File: config.mk
export PLATFORM = sky130hd
export DESIGN_NAME = pc_next_gen
export DESIGN_NICKNAME = d
export VERILOG_FILES = /design/src/rtl/pc_next_gen_pkg.sv /design/src/rtl/pc_redirect_sel.sv /design/src/rtl/pc_next_gen.sv
export SDC_FILE = /design/constraint.sdc
export NUM_CORES = 1
export LEC_CHECK = 0
export CAP_MARGIN = 0
export CELL_PAD_IN_SITES_DETAIL_PLACEMENT = 0
export CELL_PAD_IN_SITES_GLOBAL_PLACEMENT = 1
export CORE_MARGIN = 1.5
export CORE_UTILIZATION = 33
export CTS_BUF_LIST = sky130_fd_sc_hd__clkbuf_4
export DETAILED_ROUTE_END_ITERATION = 10
export PLACE_DENSITY = 0.84
export SYNTH_ARGS = -nofsm -noshare
export SYNTH_HDL_FRONTEND = slang
export SYNTH_SLANG_ARGS = --single-unit
export TNS_END_PERCENT = 50
File: constraint.sdc
create_clock -name clk -period 3.2 [get_ports clk]
set_input_delay 0.64 -clock clk [delete_from_list [all_inputs] [get_ports clk]]
set_output_delay 0.64 -clock clk [all_outputs]
set_load 0.01 [all_outputs]
File: src/rtl/pc_next_gen_pkg.sv
// Shared definitions for the next-PC generation stage: state encoding and
// default reset/trap vectors and sequential increment.
package pc_next_gen_pkg;

    typedef enum logic [1:0] {
        BOOT       = 2'd0,
        RUN        = 2'd1,
        HOLD       = 2'd2,
        HOLD_REDIR = 2'd3
    } pcg_state_t;

    localparam logic [31:0] RESET_VECTOR_DEF = 32'h0000_0000;
    localparam logic [31:0] TRAP_VECTOR_DEF  = 32'h0000_0100;
    localparam int          INC_DEF          = 4;

endpackage

File: src/rtl/pc_redirect_sel.sv
// Combinational redirect selector: priority trap > jump > branch, with
// misaligned targets rerouted to the trap vector.
module pc_redirect_sel #(
    parameter int              XLEN        = 32,
    parameter logic [XLEN-1:0] TRAP_VECTOR = '0
) (
    input  logic            trap,
    input  logic            jump,
    input  logic            branch_taken,
    input  logic [XLEN-1:0] jump_target,
    input  logic [XLEN-1:0] branch_target,
    output logic            req,
    output logic [XLEN-1:0] target,
    output logic            misaligned
);

    logic [XLEN-1:0] raw_target;

    always_comb begin
        // NOTE: every output gets a default first so no path leaves a latch behind.
        raw_target = branch_target;
        if (trap)      raw_target = TRAP_VECTOR;
        else if (jump) raw_target = jump_target;

        req        = trap | jump | branch_taken;
        misaligned = req && (raw_target[1:0] != 2'b00);
        target     = misaligned ? TRAP_VECTOR : raw_target;
    end

endmodule

File: src/rtl/pc_next_gen.sv
// Next-PC generation: sequential increment, stall hold, prioritised redirects,
// a pending redirect held across a stall, and a saturating redirect counter.
module pc_next_gen
    import pc_next_gen_pkg::*;
#(
    parameter int              XLEN         = 32,
    parameter logic [XLEN-1:0] RESET_VECTOR = XLEN'(RESET_VECTOR_DEF),
    parameter logic [XLEN-1:0] TRAP_VECTOR  = XLEN'(TRAP_VECTOR_DEF),
    parameter int              INC          = INC_DEF
) (
    input  logic            clk,
    input  logic            rst,
    input  logic [XLEN-1:0] pc_cur,
    input  logic            stall,
    input  logic            branch_taken,
    input  logic [XLEN-1:0] branch_target,
    input  logic            jump,
    input  logic [XLEN-1:0] jump_target,
    input  logic            trap,
    output logic [XLEN-1:0] pc_next,
    output logic            redirect,
    output logic            misalign_err,
    output logic [31:0]     redirect_cnt
);

    pcg_state_t      state, state_d;
    logic [XLEN-1:0] pend_target;
    logic            pend_misalign;

    logic            live_req, live_mis;
    logic [XLEN-1:0] live_target;
    logic            pend_req, pend_mis_sel;
    logic [XLEN-1:0] pend_sel_target;
    logic            pend_load;

    pc_redirect_sel #(.XLEN(XLEN), .TRAP_VECTOR(TRAP_VECTOR)) u_live_sel (
        .trap          (trap),
        .jump          (jump),
        .branch_taken  (branch_taken),
        .jump_target   (jump_target),
        .branch_target (branch_target),
        .req           (live_req),
        .target        (live_target),
        .misaligned    (live_mis)
    );

    // The pending target was already resolved when latched, so it passes
    // through unchanged; its stored misalign flag is merged below.
    pc_redirect_sel #(.XLEN(XLEN), .TRAP_VECTOR(TRAP_VECTOR)) u_pend_sel (
        .trap          (1'b0),
        .jump          (state == HOLD_REDIR),
        .branch_taken  (1'b0),
        .jump_target   (pend_target),
        .branch_target ('0),
        .req           (pend_req),
        .target        (pend_sel_target),
        .misaligned    (pend_mis_sel)
    );

    always_comb begin
        pc_next      = pc_cur;
        redirect     = 1'b0;
        misalign_err = 1'b0;
        pend_load    = 1'b0;
        state_d      = state;

        if (rst) begin
            pc_next = RESET_VECTOR;
        end else begin
            case (state)
                BOOT: begin
                    pc_next = RESET_VECTOR;
                    if (!stall) state_d = RUN;
                end
                default: begin
                    if (stall) begin
                        // Newest request overwrites any older pending one.
                        if (live_req) begin
                            pend_load = 1'b1;
                            state_d   = HOLD_REDIR;
                        end else if (state == RUN) begin
                            state_d = HOLD;
                        end
                    end else begin
                        state_d = RUN;
                        if (live_req) begin
                            pc_next      = live_target;
                            redirect     = 1'b1;
                            misalign_err = live_mis;
                        end else if (pend_req) begin
                            pc_next      = pend_sel_target;
                            redirect     = 1'b1;
                            misalign_err = pend_misalign | pend_mis_sel;
                        end else begin
                            pc_next = pc_cur + XLEN'(INC);
                        end
                    end
                end
            endcase
        end
    end

    always_ff @(posedge clk) begin
        // NOTE: sequential state uses non-blocking assignments so every register
        // samples pre-edge values regardless of statement order.
        if (rst) begin
            state         <= BOOT;
            pend_target   <= '0;
            pend_misalign <= 1'b0;
            redirect_cnt  <= '0;
        end else begin
            state <= state_d;
            if (pend_load) begin
                pend_target   <= live_target;
                pend_misalign <= live_mis;
            end
            if (redirect && (redirect_cnt != 32'hFFFF_FFFF))
                redirect_cnt <= redirect_cnt + 32'd1;
        end
    end

endmodule

# ---- Word-level counts from Yosys, hierarchy flattened
# Cells that the tools add are included.
dict set report totals {
  regBits 67
  mem_bits_ro 0
  latch_bits 0
  mem_bits_rw 0
  memories 0
  word_cells 50
  output_inout_bits 66
  in_bits 102
}
dict set report op_classes {
  n_mux 29
  add_sub_neg 2
  order_cmp 0
  div 0
  eq_ne 5
  multipliers 0
  n_bitwise 3
  shift 0
  n_reduce_logical 7
}
# op count
set ops {}
lappend ops {{$mux 32} 10}
lappend ops {{$add 32x1->32 const B} 1}
lappend ops {{$add 32x3->32 const B} 1}
lappend ops {{$ne 32x32->1 const B} 1}
lappend ops {{$mux 1} 14}
lappend ops {{$mux 2} 5}
lappend ops {{$reduce_bool 2->1} 2}
lappend ops {{$logic_and 1x1->1} 3}
lappend ops {{$ne 3x1->1 const B} 1}
lappend ops {{$or 1x1->1} 3}
lappend ops {{$eq 2x1->1 const B} 1}
lappend ops {{$eq 2x2->1 const B} 1}
lappend ops {{$logic_not 2->1} 1}
lappend ops {{$ne 2x2->1 const B} 1}
lappend ops {{$reduce_and 2->1} 1}

# ---- Depth between registers and ports, before layout
# Gate-level depths: netlist of the first run.
dict set report depth {
  ltp_word 10
  depth_mapped 8
  mapped_depth_nobuf 6
}

# ---- Cells and area by module
# From an unflattened synthesis of the first run, not the netlist that was laid out.
dict set report hier_totals {
  hier_cells 768
  hier_area_um2 5714.2
}
# module cells_each n_inst seq_area_each_um2 area_each_um2
set modules_own_cells {}
lappend modules_own_cells {pc_next_gen 614 1 1341.3 4490.6}
lappend modules_own_cells {pc_redirect_sel 77 2 0.0 611.8}

# ---- Worst setup path before layout of the first run
# Ideal clock, no wire load.
dict set report synth_timing {
  path_kind {input -> output}
  from {input jump}
  to {output pc_next[17]}
  path_slack_ns 0.197
  stages 7
  required_time_ns 2.560
  n_path_buf 3
  arrival_time_ns 2.363
  path_cell_list {clkbuf_1 -> or3_1 -> clkbuf_1 -> nor3_1 -> clkbuf_1 -> a21oi_1 -> o41ai_1}
}
dict set report synth_via {
  elab_chain_cells 9
  word_cells_on_any_way 11
  cone_classes {mux (7); bitwise (2); reduce/logical (2)}
}
# item line_no
set synth_lines {}
lappend synth_lines {{from (decl)} pc_next_gen.sv:17} ;# input logic jump,
lappend synth_lines {{$mux 32} pc_redirect_sel.sv:23} ;# else if (jump) raw_target = jump_target;
lappend synth_lines {{$mux 32} pc_redirect_sel.sv:22} ;# if (trap) raw_target = TRAP_VECTOR;
lappend synth_lines {{$reduce_bool 2->1} pc_redirect_sel.sv:26} ;# misaligned = req && (raw_target[1:0] != 2'b00);
lappend synth_lines {{$logic_and 1x1->1} pc_redirect_sel.sv:26}
lappend synth_lines {{$mux 32} pc_redirect_sel.sv:27} ;# target = misaligned ? TRAP_VECTOR : raw_target;
lappend synth_lines {{$mux 32 *} pc_next_gen.sv:86} ;# if (live_req) begin
lappend synth_lines {{$mux 32 *} pc_next_gen.sv:76} ;# if (stall) begin
lappend synth_lines {{$mux 32 *} pc_next_gen.sv:70} ;# case (state)
lappend synth_lines {{$mux 32 *} pc_next_gen.sv:67} ;# if (rst) begin
lappend synth_lines {{to (decl)} pc_next_gen.sv:20} ;# output logic [XLEN-1:0] pc_next,
# Mark *: on every way between the ends. The rest lies on a longest branch, timed or not.

# ---- Final worst setup path of the first run
dict set report layout_timing {
  from {input trap}
  to {output pc_next[0]}
}
dict set report layout_via {
  elab_chain_cells 8
  word_cells_on_any_way 10
  cone_classes {mux (6); bitwise (2); reduce/logical (2)}
}
# item line_no
set layout_lines {}
lappend layout_lines {{from (decl)} pc_next_gen.sv:19} ;# input logic trap,
lappend layout_lines {{$or 1x1->1 or $mux 32 (tied branches)} {pc_redirect_sel.sv:25, pc_redirect_sel.sv:22}}
lappend layout_lines {{$or 1x1->1 or $reduce_bool 2->1 (tied branches)} {pc_redirect_sel.sv:25, pc_redirect_sel.sv:26}}
lappend layout_lines {{$logic_and 1x1->1} pc_redirect_sel.sv:26}
lappend layout_lines {{$mux 32} pc_redirect_sel.sv:27}
lappend layout_lines {{$mux 32 *} pc_next_gen.sv:86}
lappend layout_lines {{$mux 32 *} pc_next_gen.sv:76}
lappend layout_lines {{$mux 32 *} pc_next_gen.sv:70}
lappend layout_lines {{$mux 32 *} pc_next_gen.sv:67}
# Marked as above.

==> results of run 1 <==
[critical path, delay by kind of cell]
family,cells,cell delay [ps]
AND/OR/NAND/NOR,2,590
AO/OA/AOI/OAI,1,130
buffers and inverters,5,1150
[where the power goes]
group	switching (mW)	internal [mW]	leakage (nW)
clock network	0.316	0.319	0.0815
logic	0.285	0.295	2.64
registers	0.00675	0.840	0.541
[kinds of logic (layout without fill, tap and decap cells)]
group                      count (synthesis)  in the layout
AOI/OAI and AO/OA                        214            214
xor gates and xnor gates                  10             10
adders and majority gates                  3              3
buffers and inverters                     64            347
DFF                                       67             67
muxes                                     30             30
other                                      0              1
and+or+nand+nor                          282            282
[cell type report]
class	count	area [um2]	share of cell area
Clock inverter	6	80.1	0.00978
Inverter	14	53.8	0.00657
Clock buffer	10	75.1	0.00916
Antenna cell	1	2.50	0.000305
Tap cell	184	230	0.0281
Sequential cell	67	1340	0.164
Multi-Input combinational cell	539	3620	0.442
Timing Repair Buffer	317	2790	0.340
[routing by layer]
layer,share of wire,wire (um),GRT usage,vias to the layer above
li1,-,-,-,3118
met5,0.00056,12,0,-
met3,0.083,1790,0.0466,48
met1,0.43,9220,0.357,3128
met2,0.46,9930,0.435,329
met4,0.030,651,0.112,2
[Yosys cell counts (all sizes together) (8+ instances only)]
| library cell | number | area, um2 |
|---|---|---|
| o31ai | 14 | 105 |
| mux2i | 13 | 130 |
| a22oi | 8 | 60.1 |
| nand4 | 18 | 128 |
| or3 | 21 | 131 |
| a211oi | 8 | 65.1 |
| o21ai | 41 | 205 |
| nand3 | 44 | 220 |
| nand2 | 62 | 233 |
| and3 | 12 | 75.1 |
| nor2 | 41 | 154 |
| a21oi | 81 | 405 |
| and4 | 10 | 87.6 |
| nor3 | 35 | 185 |
| inv | 12 | 45.0 |
| or4 | 9 | 72.6 |
| dfxtp | 67 | 1340 |
| mux2 | 17 | 191 |
| clkbuf | 46 | 174 |
[final timing paths]
kind | from | end | slack, ps | cells after the start
worst min-delay path | pend_target[27] | pend_target[27] | 460 | 2
worst max-delay path | trap | pc_next[0] | 40 | 8
worst max register to register | redirect_cnt[21] | redirect_cnt[1] | 780 | 6
worst min register to register | pend_target[27] | pend_target[27] | 460 | 2
[timing repair]
| action | CTS | global route |
|---|---|---|
| resized for setup | 152 | 44 |
| pin swaps | 20 | 18 |
| cloned | 1 | 0 |
| setup endpoints to repair | 34 | 25 |
| setup buffers | 12 | 4 |
[registers in the layout (all words and copies together) (netlist names)]
register	flops
pend_misalign	1
state	2
redirect_cnt	32
pend_target	32
[through the flow]
step / util / hold WS, ps
4_1_cts: 0.556 / 463
2_1_floorplan: - / 432
6_report: 0.564 / 464
5_1_grt: 0.563 / 475
3_3_place_gp: 0.528 / 439
3_5_place_dp: 0.528 / 447
==> results.py, run 1 <==
metrics = {
    "route": {
        "wl_um": 21600,
        "via_per_inst": 5.82,
        "route.detailed.drc": 0,
        "drtAntennaViolNets": 0,
        "dr.first_iter.drc_count": 606,
        "drt-pass1-iter-count": 5,
        "wl_per_cell_um": 19.0,
        "vias": 6625,
    },
    "placed_design": {
        "dp_slack_ps": -833,
        "dpl.cell_count": 1105,
        "placed_cell_area_um2": 7670,
        "globalplace.congestion": 0.904,
        "post-dp-hpwl_um": 16300,
        "portBuffers": 167,
    },
    "grt": {
        "grt_max_degree": 68,
        "grtUsageTotal": 0.270,
        "antenna_found_initial": 2,
        "grt_pass1_vias": 6457,
        "grt_pass1_wl_um": 34400,
        "grt_overflow": 0,
    },
    "setup_path": {
        "cp_cell_sequence": "clkdlybuf4s15_2 > or3_4 > o21ai_1 > buf_4 > buf_4 > buf_4 > and3_1 > clkdlybuf4s50_1",
        "arrival_ps": 2520,
        "startpoint_type": "primary input",
        "end_kind": "output pin",
        "crit_path_max_fanout": 6,
        "cp_slowest_cell": "clkdlybuf4s50_1",
        "slowest_delay_ps": 530,
        "cpMostUsedCell": "buf_4",
        "path_class": "primary input to output pin",
        "cp_data_required_time_ps": 2560,
    },
    "synthesis": {
        "synth_compound_area_frac": 0.282,
        "synthCells": 670,
        "synth_xor_xnor_area_share": 0.0178,
        "synth-seq-cells": 67,
        "synthSimpleGateAreaFrac": 0.305,
        "ys_seq_area_frac": 0.273,
        "synth_top_family_by_area": "simple AND/OR/NAND/NOR gates",
        "synthFlopType": "dfxtp_1",
        "synthArstFlopShare": 0,
        "synth_edf_count": 0,
        "syn_area_um2": 4920,
        "yosys-mux-area-fraction": 0.0654,
        "ys_types": 73,
        "syn_area_per_cell_um2": 7.34,
        "synth_fp_nets": 774,
        "synth_fa_ha_area_frac": 0.00712,
        "yosys_warnings": 0,
    },
    "cells_and_area": {
        "mostFrequentLayoutCell": "buf_4",
        "final_nets": 1052,
        "layout-drive-gt1-share": 0.286,
        "areaGrowthSynthToFinish_pct": 66.5,
        "finalNonFillerCells": 1138,
        "final_cell_mix": "140 x buf_4, 108 x clkdlybuf4s50_1, 78 x a21oi_1, 65 x dfxtp_1, 58 x nand2_1",
        "fillers": 1409,
        "fin_area_um2": 8190,
    },
    "clock_tree": {
        "clock-sinks": 67,
        "ctsHoldBuffers": 0,
        "cts-buffers-inserted": 9,
        "path_clk_slew_ps": 110,
        "cts_buffer_depth": 2,
        "cts_tree": "yes",
        "htreeDepth": 3,
        "cts-root-buf": "clkbuf_4",
        "clock_latency_ps": 430,
    },
    "die": {
        "initial_core_util": 0.338,
        "die_area_um2": 15700,
        "die_width_um": 125,
        "coreArea_um2": 14500,
        "die-height_um": 125,
        "rows": 44,
        "io_pins": 168,
    },
    "timing": {
        "worst_slack_ps": 43.5,
        "min_period_ps": 3160,
        "fin_crit_sh": 0.986,
        "tns_ps": 0,
        "rsz0062_at_grt": "yes",
        "setup_viol": 0,
        "slew_violations": 0,
        "fin_worst_skew_ps": 18.1,
        "worstMarginPinSlew_ps": 744,
        "relSlewSlack": 0.500,
        "timing.fmax_ghz": 0.317,
        "final_hold_viol_count": 0,
    },
    "power": {
        "p_leak_nw": 3.27,
        "vdd_drop_max_mv": 0.209,
        "power.density_nw_per_um2": 252,
        "power_mw": 2.06,
    },
    "status": {
        "status": "complete, no violations",
    },
    "worst_hold_path": {
        "hp-class": "register to register",
    },
    "job": {
        "cap_violations": 0,
    },
}
Note: power is estimated with default switching activity, not from simulation.
==> inputs of run 2 (changes only) <==
--- a/config.mk
+++ b/config.mk
@@ -11,6 +11,7 @@
 export CORE_MARGIN = 1.5
 export CORE_UTILIZATION = 33
 export CTS_BUF_LIST = sky130_fd_sc_hd__clkbuf_4
+export CTS_CLUSTER_SIZE = 40
 export DETAILED_ROUTE_END_ITERATION = 10
 export PLACE_DENSITY = 0.84
 export SYNTH_ARGS = -nofsm -noshare
==> results of run 2 <==
Same layout as run 1: the final DEF is identical, and so are final timing and power.
==> inputs of run 3 (changes only) <==
--- a/config.mk
+++ b/config.mk
@@ -11,6 +11,7 @@
 export CORE_MARGIN = 1.5
 export CORE_UTILIZATION = 33
 export CTS_BUF_LIST = sky130_fd_sc_hd__clkbuf_4
+export CTS_CLUSTER_DIAMETER = 40
 export CTS_CLUSTER_SIZE = 40
 export DETAILED_ROUTE_END_ITERATION = 10
 export PLACE_DENSITY = 0.84
==> constraint.sdc (replaced) <==
create_clock -name clk -period 3.6 [get_ports clk]
set_input_delay 0.72 -clock clk [delete_from_list [all_inputs] [get_ports clk]]
set_output_delay 0.72 -clock clk [all_outputs]
set_load 0.01 [all_outputs]
==> run 3 against run 2 <==
Net effect: sequential share of layout area rose by 0.90 points; cell count fell by 3.2%; sequential power fell by 11%; global-route usage fell by 1.1 points; highest routed layer is now met4.
==> results.py, run 3 (synthesis gave the netlist of run 1 again) <==
metrics = {
    "setup_path": {
        "cp.depth": 9,
        "cp_slowest_cell": "clkdlybuf4s50_1",
        "startpoint_type": "primary input",
        "path_class": "primary input to output pin",
        "slowest_delay_ps": 470,
        "cp_data_required_time_ps": 2880,
        "end_kind": "output pin",
        "crit_path_max_fanout": 4,
        "cp_cell_sequence": "clkdlybuf4s50_1 > buf_4 > buf_4 > o22a_2 > buf_4 > a22oi_2 > o41ai_2 > a32o_1 > dlygate4sd2_1",
        "cp_top_family": "buffers and inverters",
        "reg2reg_depth": 7,
        "critPathBufInv": 5,
        "cpMostUsedCell": "buf_4",
        "arrival_ps": 2840,
    },
    "timing": {
        "min_period_ps": 3560,
        "relSlewSlack": 0.365,
        "rsz0062_at_grt": "yes",
        "final_hold_viol_count": 0,
        "timing.fmax_ghz": 0.281,
        "tns_ps": 0,
        "fin_crit_sh": 0.990,
        "fin_worst_skew_ps": 22.7,
        "setup_viol": 0,
        "slew_violations": 0,
        "worstMarginPinSlew_ps": 945,
    },
    "worst_hold_path": {
        "hp-class": "register to register",
        "whs_path_depth": 2,
    },
    "cells_and_area": {
        "final_cell_mix": "122 x clkdlybuf4s50_1, 112 x buf_4, 79 x a21oi_1, 67 x dfxtp_1, 59 x nand2_1",
        "finalNonFillerCells": 1102,
        "mostFrequentLayoutCell": "clkdlybuf4s50_1",
        "top_regs": "pend_target (32), redirect_cnt (32), state (2)",
        "antenna_cells": 0,
        "final_nets": 1017,
        "areaGrowthSynthToFinish_pct": 57.5,
        "layout-drive-gt1-share": 0.221,
    },
    "die": {
        "io_pins": 168,
        "die_area_um2": 15700,
        "initial_core_util": 0.338,
        "coreArea_um2": 14500,
        "rows": 44,
        "die-height_um": 125,
        "die_width_um": 125,
    },
    "clock_tree": {
        "clock-sinks": 67,
        "cts_buffer_depth": 2,
        "path_clk_slew_ps": 110,
        "htreeDepth": 3,
        "cts_tree": "yes",
        "cts-root-buf": "clkbuf_4",
        "ctsHoldBuffers": 0,
        "cts-buffers-inserted": 9,
        "clock_latency_ps": 440,
    },
    "power": {
        "vdd_drop_max_mv": 0.195,
        "p_leak_nw": 3.01,
        "power.density_nw_per_um2": 224,
        "power_mw": 1.74,
    },
    "route": {
        "drtAntennaViolNets": 0,
        "wl_um": 21100,
        "route.detailed.drc": 0,
        "wl_per_cell_um": 19.1,
        "dr.first_iter.drc_count": 568,
        "drt-pass1-iter-count": 6,
        "vias": 6487,
        "via_per_inst": 5.89,
    },
    "status": {
        "status": "complete, no violations",
    },
    "placed_design": {
        "post-dp-hpwl_um": 16100,
        "dpl.cell_count": 1081,
        "portBuffers": 167,
        "globalplace.congestion": 0.912,
    },
    "grt": {
        "grt_pass1_vias": 6193,
        "grt_pass1_wl_um": 32800,
        "grtUsageTotal": 0.259,
        "antenna_found_initial": 0,
        "grt_max_degree": 42,
        "grt_overflow": 0,
    },
    "job": {
        "cap_violations": 0,
    },
}
run 3: cell count changes in the layout (fill, tap and decap cells not counted), sizes merged, moves of 3 or more:
cell           change
buf               -45
clkdlybuf4s50     +14
clkdlybuf4s15      -8
dlygate4sd2        +8
clkbuf             -3
run 3: cell type report:
type,instances,area [um2]
multi-input combinational,539,3500
inverter,14,52.6
sequential,67,1340
tap,184,230
fill,1424,6780
timing repair buffer,282,2490
clock buffer,10,75.1
clock inverter,6,56.3
run 3: tightest hold or removal path: stages, from the launching register on:
cell and delay [ps]:
dfxtp_1 330, nand2_1 60, a21oi_1 50
run 3: path summary, 6_finish.rpt:
check                                      from          endpoint  slack (ps)
worst max register to register         state[0]  redirect_cnt[27]        1010
worst min register to register  pend_target[15]   pend_target[15]         470
worst min-delay path            pend_target[15]   pend_target[15]         470
worst max-delay path               branch_taken       pc_next[13]          40
run 3: layer usage:
metal,up-vias,GRT usage,share of wire
met1,3070,0.332,0.43
met2,321,0.422,0.46
li1,3054,-,-
met5,-,0,0
met4,0,0.0822,0.026
met3,42,0.0715,0.088
run 3: what timing repair did:
item | 4_1_cts | 5_1_grt
buffers inserted | 1 | 3
endpoints found under the setup margin | 31 | 23
pin swaps | 5 | 4
cloned | 1 | 0
gates resized for setup | 65 | 34
run 3: per-stage QoR:
step	area [um2]	utilization	hold WS, ps	worst slack (ps)
after global placement	7460	0.513	439	-570
after CTS	7650	0.526	468	-154
final	7750	0.533	470	35.6
after floorplan	4920	-	432	437
after detailed placement	7460	0.513	450	-629
after global routing	7750	0.533	485	-17.5
run 3: power breakdown:
group          internal (mW)  total [mW]  switching (mW)
Sequential             0.746       0.753         0.00621
Clock                  0.214       0.498           0.284
Combinational          0.244       0.488           0.244
